==> src/rtl/cpu_bus_pkg.sv <==
// cpu_bus_pkg: shared widths and encodings for the CPU memory-port arbiter.
package cpu_bus_pkg;
    localparam int DEF_ADDR_W = 32;
    localparam int DEF_DATA_W = 32;
    localparam logic [1:0] S_IDLE  = 2'd0;
    localparam logic [1:0] S_ISSUE = 2'd1;
    localparam logic [1:0] S_RESP  = 2'd2;
    localparam logic OWN_IF = 1'b0;
    localparam logic OWN_D  = 1'b1;
endpackage

==> src/rtl/mem_port_arbiter_if.sv <==
// mem_port_arbiter_if: fetch, data and memory handshakes of the arbiter.
interface mem_port_arbiter_if #(
    parameter int ADDR_W = cpu_bus_pkg::DEF_ADDR_W,
    parameter int DATA_W = cpu_bus_pkg::DEF_DATA_W
);
    logic                if_req;
    logic [ADDR_W-1:0]   if_addr;
    logic                if_gnt;
    logic                if_rvalid;
    logic [DATA_W-1:0]   if_rdata;
    logic                d_req;
    logic                d_we;
    logic [DATA_W/8-1:0] d_be;
    logic [ADDR_W-1:0]   d_addr;
    logic [DATA_W-1:0]   d_wdata;
    logic                d_gnt;
    logic                d_rvalid;
    logic [DATA_W-1:0]   d_rdata;
    logic                mem_req;
    logic                mem_we;
    logic [DATA_W/8-1:0] mem_be;
    logic [ADDR_W-1:0]   mem_addr;
    logic [DATA_W-1:0]   mem_wdata;
    logic                mem_ack;
    logic                mem_rvalid;
    logic [DATA_W-1:0]   mem_rdata;
    modport slave (
        input  if_req, if_addr, d_req, d_we, d_be, d_addr, d_wdata,
               mem_ack, mem_rvalid, mem_rdata,
        output if_gnt, if_rvalid, if_rdata, d_gnt, d_rvalid, d_rdata,
               mem_req, mem_we, mem_be, mem_addr, mem_wdata
    );
    modport master (
        output if_req, if_addr, d_req, d_we, d_be, d_addr, d_wdata,
               mem_ack, mem_rvalid, mem_rdata,
        input  if_gnt, if_rvalid, if_rdata, d_gnt, d_rvalid, d_rdata,
               mem_req, mem_we, mem_be, mem_addr, mem_wdata
    );
endinterface

==> src/rtl/mem_arb_select.sv <==
// mem_arb_select: D-priority winner selection with a streak counter that
// forces an IF grant after MAX_D_STREAK back-to-back D grants over a waiting IF.
module mem_arb_select #(
    parameter int MAX_D_STREAK = 3
) (
    input  logic clk,
    input  logic reset,
    input  logic if_req,
    input  logic d_req,
    input  logic grant_en,
    output logic win_d,
    output logic win_if
);
    localparam int SW = $clog2(MAX_D_STREAK + 1);
    localparam logic [SW-1:0] MAX = SW'(MAX_D_STREAK);
    logic [SW-1:0] streak;
    assign win_d  = d_req && !(if_req && streak == MAX);
    assign win_if = if_req && !win_d;
    // A D win over a waiting IF implies streak < MAX, so the increment saturates by construction.
    always_ff @(posedge clk or negedge reset)
        if (!reset)
            streak <= '0;
        else if (grant_en && win_d && if_req)
            streak <= streak + 1'b1;
        else if (grant_en && (win_d || win_if))
            streak <= '0;
endmodule

==> src/rtl/mem_port_arbiter.sv <==
// mem_port_arbiter: shares one memory port between instruction fetch and
// load/store, one transaction outstanding, D priority with IF anti-starvation.
module mem_port_arbiter
    import cpu_bus_pkg::*;
#(
    parameter int ADDR_W       = DEF_ADDR_W,
    parameter int DATA_W       = DEF_DATA_W,
    parameter int MAX_D_STREAK = 3
) (
    input logic               clk,
    input logic               reset,
    mem_port_arbiter_if.slave bus
);
    localparam int BE_W = DATA_W / 8;
    logic [1:0]        state;
    logic              owner;
    logic              l_we;
    logic [BE_W-1:0]   l_be;
    logic [ADDR_W-1:0] l_addr;
    logic [DATA_W-1:0] l_wdata;
    logic              if_gnt_q, d_gnt_q, if_rv_q, d_rv_q;
    logic [DATA_W-1:0] if_rdata_q, d_rdata_q;
    logic              idle, win_d, win_if;
    assign idle = state == S_IDLE;
    mem_arb_select #(.MAX_D_STREAK(MAX_D_STREAK)) u_sel (
        .clk     (clk),
        .reset   (reset),
        .if_req  (bus.if_req),
        .d_req   (bus.d_req),
        .grant_en(idle),
        .win_d   (win_d),
        .win_if  (win_if)
    );
    always_ff @(posedge clk or negedge reset)
        if (!reset) begin
            state      <= S_IDLE;
            owner      <= OWN_IF;
            l_we       <= 1'b0;
            l_be       <= '0;
            l_addr     <= '0;
            l_wdata    <= '0;
            if_gnt_q   <= 1'b0;
            d_gnt_q    <= 1'b0;
            if_rv_q    <= 1'b0;
            d_rv_q     <= 1'b0;
            if_rdata_q <= '0;
            d_rdata_q  <= '0;
        end else begin
            if_gnt_q   <= idle && win_if;
            d_gnt_q    <= idle && win_d;
            if_rv_q    <= 1'b0;
            d_rv_q     <= 1'b0;
            if_rdata_q <= '0;
            d_rdata_q  <= '0;
            if (idle && (win_d || win_if)) begin
                state   <= S_ISSUE;
                owner   <= win_d ? OWN_D : OWN_IF;
                l_we    <= win_d && bus.d_we;
                l_be    <= win_d ? bus.d_be : '1;
                l_addr  <= win_d ? bus.d_addr : bus.if_addr;
                l_wdata <= win_d ? bus.d_wdata : '0;
            end else if (state == S_ISSUE && bus.mem_ack) begin
                state <= S_RESP;
            end else if (state == S_RESP && bus.mem_rvalid) begin
                state      <= S_IDLE;
                if_rv_q    <= owner == OWN_IF;
                d_rv_q     <= owner == OWN_D;
                if_rdata_q <= owner == OWN_IF ? bus.mem_rdata : '0;
                d_rdata_q  <= (owner == OWN_D && !l_we) ? bus.mem_rdata : '0;
            end
        end
    assign bus.if_gnt    = if_gnt_q;
    assign bus.d_gnt     = d_gnt_q;
    assign bus.if_rvalid = if_rv_q;
    assign bus.d_rvalid  = d_rv_q;
    assign bus.if_rdata  = if_rdata_q;
    assign bus.d_rdata   = d_rdata_q;
    assign bus.mem_req   = state == S_ISSUE;
    assign bus.mem_we    = l_we;
    assign bus.mem_be    = l_be;
    assign bus.mem_addr  = l_addr;
    assign bus.mem_wdata = l_wdata;
endmodule

==> src/flat_wrapper.sv <==
// flat-port wrapper written by rule: the top's interface ports become plain ports
module mem_port_arbiter_flat import cpu_bus_pkg::*;
#(
    parameter int ADDR_W       = DEF_ADDR_W,
    parameter int DATA_W       = DEF_DATA_W,
    parameter int MAX_D_STREAK = 3
)
  (clk, reset, bus_if_req, bus_if_addr, bus_d_req, bus_d_we, bus_d_be, bus_d_addr, bus_d_wdata, bus_mem_ack, bus_mem_rvalid, bus_mem_rdata, bus_if_gnt, bus_if_rvalid, bus_if_rdata, bus_d_gnt, bus_d_rvalid, bus_d_rdata, bus_mem_req, bus_mem_we, bus_mem_be, bus_mem_addr, bus_mem_wdata);
  mem_port_arbiter_if #(.ADDR_W(ADDR_W), .DATA_W(DATA_W)) bus_i ();
  input logic clk;
  input logic reset;
  input wire logic [$bits(bus_i.if_req)-1:0] bus_if_req;
  input wire logic [$bits(bus_i.if_addr)-1:0] bus_if_addr;
  input wire logic [$bits(bus_i.d_req)-1:0] bus_d_req;
  input wire logic [$bits(bus_i.d_we)-1:0] bus_d_we;
  input wire logic [$bits(bus_i.d_be)-1:0] bus_d_be;
  input wire logic [$bits(bus_i.d_addr)-1:0] bus_d_addr;
  input wire logic [$bits(bus_i.d_wdata)-1:0] bus_d_wdata;
  input wire logic [$bits(bus_i.mem_ack)-1:0] bus_mem_ack;
  input wire logic [$bits(bus_i.mem_rvalid)-1:0] bus_mem_rvalid;
  input wire logic [$bits(bus_i.mem_rdata)-1:0] bus_mem_rdata;
  output wire logic [$bits(bus_i.if_gnt)-1:0] bus_if_gnt;
  output wire logic [$bits(bus_i.if_rvalid)-1:0] bus_if_rvalid;
  output wire logic [$bits(bus_i.if_rdata)-1:0] bus_if_rdata;
  output wire logic [$bits(bus_i.d_gnt)-1:0] bus_d_gnt;
  output wire logic [$bits(bus_i.d_rvalid)-1:0] bus_d_rvalid;
  output wire logic [$bits(bus_i.d_rdata)-1:0] bus_d_rdata;
  output wire logic [$bits(bus_i.mem_req)-1:0] bus_mem_req;
  output wire logic [$bits(bus_i.mem_we)-1:0] bus_mem_we;
  output wire logic [$bits(bus_i.mem_be)-1:0] bus_mem_be;
  output wire logic [$bits(bus_i.mem_addr)-1:0] bus_mem_addr;
  output wire logic [$bits(bus_i.mem_wdata)-1:0] bus_mem_wdata;
  assign bus_i.if_req = bus_if_req;
  assign bus_i.if_addr = bus_if_addr;
  assign bus_i.d_req = bus_d_req;
  assign bus_i.d_we = bus_d_we;
  assign bus_i.d_be = bus_d_be;
  assign bus_i.d_addr = bus_d_addr;
  assign bus_i.d_wdata = bus_d_wdata;
  assign bus_i.mem_ack = bus_mem_ack;
  assign bus_i.mem_rvalid = bus_mem_rvalid;
  assign bus_i.mem_rdata = bus_mem_rdata;
  assign bus_if_gnt = bus_i.if_gnt;
  assign bus_if_rvalid = bus_i.if_rvalid;
  assign bus_if_rdata = bus_i.if_rdata;
  assign bus_d_gnt = bus_i.d_gnt;
  assign bus_d_rvalid = bus_i.d_rvalid;
  assign bus_d_rdata = bus_i.d_rdata;
  assign bus_mem_req = bus_i.mem_req;
  assign bus_mem_we = bus_i.mem_we;
  assign bus_mem_be = bus_i.mem_be;
  assign bus_mem_addr = bus_i.mem_addr;
  assign bus_mem_wdata = bus_i.mem_wdata;
  mem_port_arbiter #(.ADDR_W(ADDR_W), .DATA_W(DATA_W), .MAX_D_STREAK(MAX_D_STREAK)) u_core (.clk(clk), .reset(reset), .bus(bus_i));
endmodule
==> config.mk <==
export PLATFORM = sky130hd
export DESIGN_NAME = mem_port_arbiter_flat
export DESIGN_NICKNAME = d
export VERILOG_FILES = /design/src/rtl/cpu_bus_pkg.sv /design/src/rtl/mem_port_arbiter_if.sv /design/src/rtl/mem_arb_select.sv /design/src/rtl/mem_port_arbiter.sv /design/src/flat_wrapper.sv
export SDC_FILE = /design/constraint.sdc
export NUM_CORES = 1
export LEC_CHECK = 0
export CORE_MARGIN = 2
export CORE_UTILIZATION = 44
export CTS_BUF_LIST = sky130_fd_sc_hd__clkbuf_4
export DETAILED_ROUTE_END_ITERATION = 6
export GPL_TIMING_DRIVEN = 0
export PLACE_DENSITY = 0.88
export SLEW_MARGIN = 40
export SYNTH_ARGS = -nofsm -noshare
export SYNTH_HDL_FRONTEND = slang
export SYNTH_SLANG_ARGS = --single-unit
==> constraint.sdc <==
create_clock -name clk -period 5.1 [get_ports clk]
set_clock_uncertainty 0.2 [all_clocks]
set_input_delay 1.53 -clock clk [delete_from_list [all_inputs] [get_ports clk]]
set_output_delay 1.53 -clock clk [all_outputs]
set_load 0.02 [all_outputs]
After elaboration in Yosys (flattened, before gate mapping)

Cells that the tools add are included.

$add $sub $neg: 1
Equal/unequal tests: 3
Muxes and demuxes: 23
Bitwise logic cells: 1
Reduce and logical (&&, ||, !) cells: 18

Operators by type and width:

| cell                | count |
|---|---|
| $mux 32             | 10 |
| $logic_and 1x1->1   | 11 |
| $mux 2              | 5 |
| $mux 1              | 7 |
| $eq 2x2->1 const B  | 2 |
| $mux 4              | 1 |
| $logic_not 1->1     | 3 |
| $reduce_bool 3->1   | 1 |
| $add 2x1->2 const B | 1 |
| $eq 2x1->1 const B  | 1 |
| $logic_not 2->1     | 1 |
| $reduce_bool 2->1   | 1 |
| $logic_or 1x1->1    | 1 |
| $not 1->1           | 1 |

Flip-flop bits (word level): 142
Output and inout bits: 138

Longest topological paths before layout

Gate-level depths: netlist (run 1).

Depth after elaboration: 10
Mapped depth: 8
Gate-level depth less buffers: 5

Cells and area by module

From an unflattened synthesis (run 1), not the netlist that was laid out.

Cells, all modules: 353
Area total of the unflattened synthesis: 5406.4 µm²

Modules (own cells, without submodules):

| module           | instances | cells each | area an instance (µm²) | sequential area each (µm²) |
|---|---|---|---|---|
| mem_port_arbiter | 1         | 343        | 5288.8                 | 3503.4 |
| mem_arb_select   | 1         | 10         | 117.6                  | 50.0 |

Least setup slack after synthesis (run 1)

No wires, ideal clock.

Path type: in2reg
From: in bus_d_req
To: reg u_core.l_addr[10], in the netlist u_core.bus.mem_addr[10]
Data arrival time: 2.590 ns
Path slack: 2.185 ns
Stages: 5
Path buffers: 2
Cells stage by stage: a21bo_1 buf_6 buf_2 mux2_1 mux2_2

Longest elaborated chain between the ends: 5

RTL lines:

| element              | line                   | text |
|---|---|---|
| start, declared      | flat_wrapper.sv:14     | `input wire logic [$bits(bus_i.d_req)-1:0] bus_d_req;` |
| $logic_and 1x1->1 *  | mem_arb_select.sv:17   | `assign win_d = d_req && !(if_req && streak == MAX);` |
| $logic_not 1->1      | mem_arb_select.sv:18   | `assign win_if = if_req && !win_d;` |
| $logic_and 1x1->1    | mem_arb_select.sv:18   |  |
| $logic_or 1x1->1     | mem_port_arbiter.sv:55 | `if (idle && (win_d \|\| win_if)) begin` |
| $logic_and 1x1->1    | mem_port_arbiter.sv:55 |  |
| end signal, assigned | mem_port_arbiter.sv:60 | `l_addr <= win_d ? bus.d_addr : bus.if_addr;` |
| end, declared        | mem_port_arbiter.sv:19 | `logic [ADDR_W-1:0] l_addr;` |

Mark *: on every way between the ends. The rest lies on a longest branch, timed or not.
A chain may end at the register's enable or synchronous reset.

Final worst setup path (run 1)

From: reg u_core.state[1]
To: out bus_mem_req

Longest elaborated chain between the ends: 1

RTL lines:

| element                | line                   | text |
|---|---|---|
| start, declared        | mem_port_arbiter.sv:15 | `logic [1:0] state;` |
| start signal, assigned | mem_port_arbiter.sv:36 | `state <= S_IDLE;` |
| start signal, assigned | mem_port_arbiter.sv:56 | `state <= S_ISSUE;` |
| start signal, assigned | mem_port_arbiter.sv:63 | `state <= S_RESP;` |
| $eq 2x1->1             | mem_port_arbiter.sv:78 | `assign bus.mem_req = state == S_ISSUE;` |
| end, declared          | flat_wrapper.sv:28     | `output wire logic [$bits(bus_i.mem_req)-1:0] bus_mem_req;` |

Every way passes these cells.

==> PnR_summary.wiki, run 1 <==
{| class="wikitable"
! Metric !! Value
|-
| Result of the run || completed
|-
| Number of global-route vias before repair || around 4,300
|-
| Max-slew violation count || 0
|-
| Iter 0 DRT Violations || approximately 170
|-
| Library cell occupying the most area in the post-synthesis netlist || dfrtp_1
|-
| Routed via count || 3,974
|-
| Worst relative slew slack || 0.548
|-
| Setup fix buffers added after clock tree synthesis || 0
|-
| Slowest-stage cell, CP || clkdlybuf4s50_1
|-
| Die Span X || 114 um
|-
| Cts repair resizes || 0
|-
| Netlist Area Pre-Place || around 5300 um^2
|-
| Part of the power in the clock network || 0.202
|-
| Overflow left after global routing || 0
|-
| Count of nets left with antenna violations after detail routing || 0
|-
| Number of antenna violations at the first check in global routing || 0
|-
| Setup repair after global routing missed its margin || no
|-
| Post-synth top cells || dfrtp_1, and2_1, a22o_1
|-
| Post-Synthesis Mean Instance Area || 14.9 um^2
|-
| Sequential cell area || roughly 3600 um^2
|-
| Signal arrival time at the worst endpoint || 1820 ps
|-
| Core Region || around 12,000 um^2
|-
| Critical path required time || 3370 ps
|-
| Cell Count Post-Placement || 780
|-
| Maximum VDD drop || 0.283 mV
|-
| EDFF count, synth || 0
|-
| Area used by multi-input combinational logic || between 1500 and 2000 um^2
|-
| CP Cell Sequence || nor2b_1 -> clkdlybuf4s50_1
|-
| ANT cells || 0
|-
| Filler instances || approximately 840
|-
| Min cycle time layout || between 3000 and 4000 ps
|-
| H-tree depth || 4
|-
| Number of design rule violations left after detail routing || 0
|-
| Main combinational cell family by area after synthesis || multiplexers
|-
| Part of the total power dissipated in combinational logic || 0.420
|-
| Worst setup path category || flop to output pin
|-
| Root Buffer Master || clkbuf_4
|-
| Wire length of the first global-routing pass || 21,700 um
|-
| Clock slew at reported path FFs || about 110 ps
|-
| Post-Synth Simple-Gate Area || 0.0912
|-
| Worst hold path class || flop to flop
|-
| Clock buffer count from CTS || 17
|-
| CTS tree || built
|-
| Source-to-sink clock delay at the later pin of the worst-skew pair || 530 ps
|-
| Adder-Cell Fraction of Synth Area || 0.00237
|-
| Largest fanout on the critical path || 9
|-
| Delay of the slowest cell on the worst path || 650 ps
|-
| Starting density of the core || 0.445
|-
| Core Rows || 40
|-
| Register-to-register path setup slack || just under 3000 ps
|-
| Yosys warning total || 0
|-
| Cell-internal power || 2.89 mW
|-
| Pre-Repair DR Iteration Count || 4
|-
| Hold buffer count at CTS || 0
|-
| # Max-Cap Violations || 0
|-
| Count of different cell masters after synthesis || 24
|-
| Part of the cycle the worst path needs || 0.696
|-
| Buffers from clock root to sink, at most || 2
|-
| Overall die area || 12,900 um^2
|-
| Post-synthesis mux area share || 0.136
|-
| Power per cell area || 498 nW/um^2
|-
| Psw || 1.42 mW
|-
| Share of cells above drive strength 1 || 0.116
|-
| Proportion of netlist area held by the largest area contributor || 0.673
|-
| Largest net degree at the start of global routing || 66
|-
| Net switching share of the total power || 0.329
|-
| Area Overhead vs Synth || 63.7%
|-
| Total wire length after detailed routing || 14,300 um
|-
| Most used standard cell by instance count after synthesis || dfrtp_1
|-
| Parity-gate share of the synthesized area counting xor and xnor cells || 0
|-
| Number of nets in the synthesized netlist || 495
|-
| Biggest area contributors in the synthesized netlist || dfrtp_1, and2_1, mux2_1
|-
| Final core utilization || 0.729
|-
| Number of port buffers || roughly 280
|-
| Post-synthesis compound-gate area fraction || 0.0713
|-
| Final HPWL from detailed placement || 10,900 um
|-
| Number of register bits inferred by synthesis || 142
|-
| Non-filler instance count after layout || 812
|-
| Critical path capture point type || output pin
|-
| Number of clock sinks seen by CTS || 142
|-
| Global placement routability congestion || 0.786
|-
| Maximum clock rate || 0.282 GHz
|-
| Leakage Power || 3.85 nW
|-
| Sequential share of power || 0.377
|-
| Transition time at the pin with the least slew margin || 672 ps
|-
| WL per Instance || 17.7 um
|-
| Number of placed I/O pins || 277
|-
| Proportion of synthesized chip area in sequential cells || 0.673
|-
| Cell count after synthesis || 355
|-
| Number of hold violations in the final report || 0
|-
| Startpoint kind of the worst setup timing path || flop
|-
| Total setup violations reported at the end of the flow || 0
|-
| Net count of the finished layout || 792
|-
| Overall die height || 114 um
|-
| Share of synthesized registers carrying an async set or reset || 1.00
|-
| Global-route usage over all layers || 0.225
|-
| Routed vias/inst || roughly 4.9
|-
| Most used flip-flop cell after synthesis || dfrtp_1
|}
-- metal layers --
metal | track usage | wire (um) | share of wire | up-vias
met5 | 0 | 0 | 0 | -
met3 | 0.0972 | 1450 | 0.10 | 39
li1 | - | - | - | 1827
met2 | 0.384 | 7340 | 0.51 | 207
met1 | 0.237 | 5080 | 0.35 | 1901
met4 | 0.117 | 459 | 0.032 | 0
-- state kept, by name, summed over array words and instances (netlist names), 2 cells and up --
signal                count
u_core.bus.if_rdata      32
u_core.bus.mem_wdata     32
u_core.bus.d_rdata       32
u_core.state              2
u_core.u_sel.streak       2
u_core.bus.mem_addr      32
u_core.bus.mem_be         4
-- power groups by stage --
stage	Clock, mW	Combinational (mW)	Sequential (mW)
final	0.871	1.81	1.62
after global routing	0.937	1.91	1.66
after CTS	0.895	1.83	1.62
after detailed placement	0	1.82	1.65
after global placement	0	1.78	1.63
after floorplan	0	0.510	2.02
-- cells by family (layout without fill, tap and decap cells) --
logic type,after synthesis,in the layout
mux,64,64
simple gates,79,79
compound gates,45,45
fa+ha+maj,1,1
buf+inv,24,334
flops,142,142
-- through the flow --
step	hold slack [ps]	TNS [ps]	instance area (um^2)	power, mW	worst slack [ps]
2_1_floorplan	254	0	5280	2.53	2190
6_report	306	0	8640	4.31	1550
4_1_cts	312	0	8640	4.35	1490
5_1_grt	327	0	8640	4.51	1410
3_3_place_gp	265	-413930	8230	3.41	-2930
3_5_place_dp	284	0	8290	3.47	1510
-- layout by cell type, fill, tap and decap left out, drive strengths merged, types with 4 or more instances in the layout --
cell / count
clkdlybuf4s50: 275
a22o: 33
bufinv: 6
nand2: 5
mux2: 64
dfrtp: 142
o21ai: 4
clkbuf: 27
buf: 15
o22a: 4
clkinv: 6
and2: 64
-- area by class of cell --
| cell class | count | area share |
|---|---|---|
| sequential | 142 | 0.411 |
| timing repair buffer | 278 | 0.327 |
| multi-input combinational | 189 | 0.184 |
| clock inverter | 14 | 0.0256 |
| tap | 147 | 0.0213 |
| clock buffer | 18 | 0.0156 |
| buffer | 21 | 0.0138 |
| inverter | 3 | 0.00188 |
-- worst max-delay path, delay by kind of cell, from the launching register on --
kind / cells / cell delay (ps)
flip-flops: 1 / 480
buffers and inverters: 1 / 650
AND/OR/NAND/NOR: 1 / 160
-- path summary, 6_finish.rpt --
check                                                   start                              endpoint  cells past startpoint
max in group asynchronous                               reset      u_core.bus.d_rdata[23]$_DFF_PN0_                      3
hold / removal             u_core.u_sel.streak[1]$_DFFE_PN0P_    u_core.u_sel.streak[1]$_DFFE_PN0P_                      1
setup / recovery                  u_core.state[1]$_DFFE_PN0P_                           bus_mem_req                      2
setup reg to reg           u_core.u_sel.streak[0]$_DFFE_PN0P_  u_core.bus.mem_wdata[21]$_DFFE_PN0P_                      8
hold reg to reg            u_core.u_sel.streak[1]$_DFFE_PN0P_    u_core.u_sel.streak[1]$_DFFE_PN0P_                      1
min in group asynchronous                               reset  u_core.bus.mem_wdata[25]$_DFFE_PN0P_                      1
Note: power is estimated with default switching activity, not from simulation.
==> inputs of run 2 (changes only) <==
CORE_UTILIZATION = 37   (was 44)
PLACE_DENSITY = 0.79   (was 0.88)
clock period = 3.1 ns   (was 5.1 ns; I/O delays follow)
==> PnR_summary.wiki, run 2 (synthesis gave the netlist of run 1 again) <==
{| class="wikitable"
! Metric !! Value
|-
| Met3 WL post-DR || 1460 um (was 1450 um)
|-
| Number of design rule violations left after detail routing || 0 (unchanged)
|-
| Count of nets left with antenna violations after detail routing || 0 (unchanged)
|-
| # Max-Cap Violations || 0 (unchanged)
|-
| Overflow left after global routing || 0 (unchanged)
|-
| Startpoint of the lowest-slack register-to-register path || u_core.u_sel.streak[0]$_DFFE_PN0P_ (unchanged)
|-
| CP Cell Sequence || nor2b_1 -> clkdlybuf4s50_1 (unchanged)
|-
| Critical path launch point || u_core.state[0]$_DFFE_PN0P_ (was u_core.state[1]$_DFFE_PN0P_)
|-
| Final HPWL from detailed placement || 11,200 um (was 10,900 um)
|-
| Number of placed I/O pins || 277 (unchanged)
|-
| Part of the cycle the worst path needs || 0.949
|-
| Overall die height || 123 um (was 114 um)
|-
| Clock slew at reported path FFs || 130 ps (was 110 ps)
|-
| End point of the critical path || bus_mem_req (unchanged)
|-
| Worst relative slew slack || 0.533 (was 0.548)
|-
| Clock buffer count from CTS || 17 (unchanged)
|-
| CP delay by family, top || buffers and inverters (unchanged)
|-
| Overall die area || 15,200 um^2 (was 12,900 um^2)
|-
| Largest net degree at the start of global routing || 80 (was 66)
|-
| M1 WL || 5250 um (was 5080 um)
|-
| Number of buffer and inverter instances along the worst setup path || 1 (unchanged)
|-
| Number of hold violations in the final report || 0 (unchanged)
|-
| Critical path required time || 1970 ps (was 3370 ps)
|-
| R2r worst-path depth || 8 (unchanged)
|-
| Core Region || 13,900 um^2 (was 11,900 um^2)
|-
| Register-to-register path setup slack || 970 ps (was 2960 ps)
|-
| Setup repair after global routing missed its margin || no (unchanged)
|-
| Min cycle time layout || 2940 ps
|-
| Hold buffer count at CTS || 0 (unchanged)
|-
| Wire length of the first global-routing pass || 21,500 um (was 21,700 um)
|-
| Leakage Power || 3.83 nW (was 3.85 nW)
|-
| Number of port buffers || 276 (unchanged)
|-
| Placed standard-cell area || 8300 um^2 (was 8290 um^2)
|-
| Most frequent standard cell in the layout excluding fill and tap cells || clkdlybuf4s50_1 (unchanged)
|-
| WL per Instance || 17.3 um (was 17.7 um)
|-
| Commonest cells after routing, fill and taps aside || clkdlybuf4s50_1, dfrtp_1, and2_1 (unchanged)
|-
| Number of antenna violations at the first check in global routing || 0 (unchanged)
|-
| CTS tree || built (unchanged)
|-
| Routed vias/inst || 4.69 (was 4.89)
|-
| Transition time at the pin with the least slew margin || 695 ps (was 672 ps)
|-
| Global-route usage over all layers || 0.191 (was 0.225)
|-
| Buffers from clock root to sink, at most || 2 (unchanged)
|-
| Total setup violations reported at the end of the flow || 0 (unchanged)
|-
| Top routing layer used || met4 (unchanged)
|-
| Delay of the slowest cell on the worst path || 650 ps (about the same)
|-
| Worst hold slack || 118 ps (was 306 ps)
|-
| Number of clock sinks seen by CTS || 142 (unchanged)
|-
| Share of cells above drive strength 1 || 0.118 (was 0.116)
|-
| Post-route cell area || 8640 um^2 (about the same)
|-
| Maximum VDD drop || 0.330 mV (was 0.283 mV)
|-
| Starting density of the core || 0.379 (was 0.445)
|-
| Worst hold path class || input port to async pin (was flop to flop)
|-
| H-tree depth || 4 (unchanged)
|-
| Result of the run || completed (unchanged)
|-
| Root Buffer Master || clkbuf_4 (unchanged)
|-
| Core Rows || 43 (was 40)
|-
| Die Span X || 123 um (was 114 um)
|-
| Critical path capture point type || output pin (unchanged)
|-
| Power per cell area || 815 nW/um^2 (was 498 nW/um^2)
|-
| Number of global-route vias before repair || 4,205 (was 4,256)
|-
| Signal arrival time at the worst endpoint || 1810 ps (was 1820 ps)
|-
| Area Overhead vs Synth || 63.7% (about the same)
|-
| Capture point of the worst reg-to-reg path || u_core.bus.mem_wdata[25]$_DFFE_PN0P_ (was u_core.bus.mem_wdata[21]$_DFFE_PN0P_)
|-
| Global placement routability congestion || 0.775 (was 0.786)
|-
| Critical path depth || 2 (unchanged)
|-
| ANT cells || 0 (unchanged)
|-
| Source-to-sink clock delay at the later pin of the worst-skew pair || 530 ps (about the same)
|-
| Iter 0 DRT Violations || 122 (was 173)
|-
| Max-slew violation count || 0 (unchanged)
|-
| Routed via count || 3,955 (was 3,974)
|-
| Setup fix buffers added after clock tree synthesis || 0 (unchanged)
|-
| Largest fanout on the critical path || 8 (was 9)
|-
| Total wire length after detailed routing || 14,600 um (was 14,300 um)
|-
| Cts repair resizes || 0 (unchanged)
|-
| Maximum clock rate || 0.340 GHz
|-
| Startpoint kind of the worst setup timing path || flop (unchanged)
|-
| Detailed route wirelength on metal2 || 7420 um (was 7340 um)
|-
| Net count of the finished layout || 791 (was 792)
|-
| Pre-Repair DR Iteration Count || 4 (unchanged)
|-
| Worst setup path category || flop to output pin (unchanged)
|-
| Slowest-stage cell, CP || clkdlybuf4s50_1 (unchanged)
|}
==> run 2: worst min-delay path by stage <==
stage / cells past startpoint / end / slack [ps] / from
2_1_floorplan: 1 / u_core.u_sel.streak[1]$_DFFE_PN0P_ / 250 / u_core.u_sel.streak[1]$_DFFE_PN0P_
3_3_place_gp: 1 / u_core.u_sel.streak[1]$_DFFE_PN0P_ / 260 / u_core.u_sel.streak[1]$_DFFE_PN0P_
3_5_place_dp: 1 / u_core.bus.mem_be[0]$_DFFE_PN0P_ / 280 / u_core.bus.mem_be[0]$_DFFE_PN0P_
4_1_cts: 1 / u_core.bus.mem_wdata[17]$_DFFE_PN0P_ / 80 / reset
5_1_grt: 1 / u_core.bus.mem_wdata[11]$_DFFE_PN0P_ / 90 / reset
6_report: 1 / u_core.bus.mem_wdata[21]$_DFFE_PN0P_ / 120 / reset
==> run 2: stage by stage <==
stage	worst slack, ps	instances	total power [mW]	utilization	TNS, ps
2_1_floorplan	785	355	4.15	-	0
3_3_place_gp	-4380	811	5.63	0.593	-619390
3_5_place_dp	117	812	5.71	0.596	0
4_1_cts	82.3	843	7.14	0.620	0
5_1_grt	10.5	843	7.40	0.620	0
6_report	157	843	7.04	0.620	0
==> run 2: layout make-up <==
class / instances / area, um^2
Buffer: 21 / 119
Clock buffer: 17 / 128
Clock inverter: 14 / 216
Fill cell: 1089 / 5290
Inverter: 3 / 16.3
Multi-Input combinational cell: 189 / 1590
Sequential cell: 142 / 3550
Tap cell: 180 / 225
Timing Repair Buffer: 277 / 2800
==> run 2: where the power goes <==
group	switching, mW	total [mW]	internal [mW]
sequential	0.281	2.67	2.39
combinational	1.42	2.98	1.56
clock	0.678	1.40	0.719
==> run 2: routing by layer <==
metal  global-route usage  vias to the layer above
met2                0.333                      197
li1                     -                     1815
met4               0.0881                        0
met5                    0                        -
met1                0.198                     1904
met3               0.0793                       39
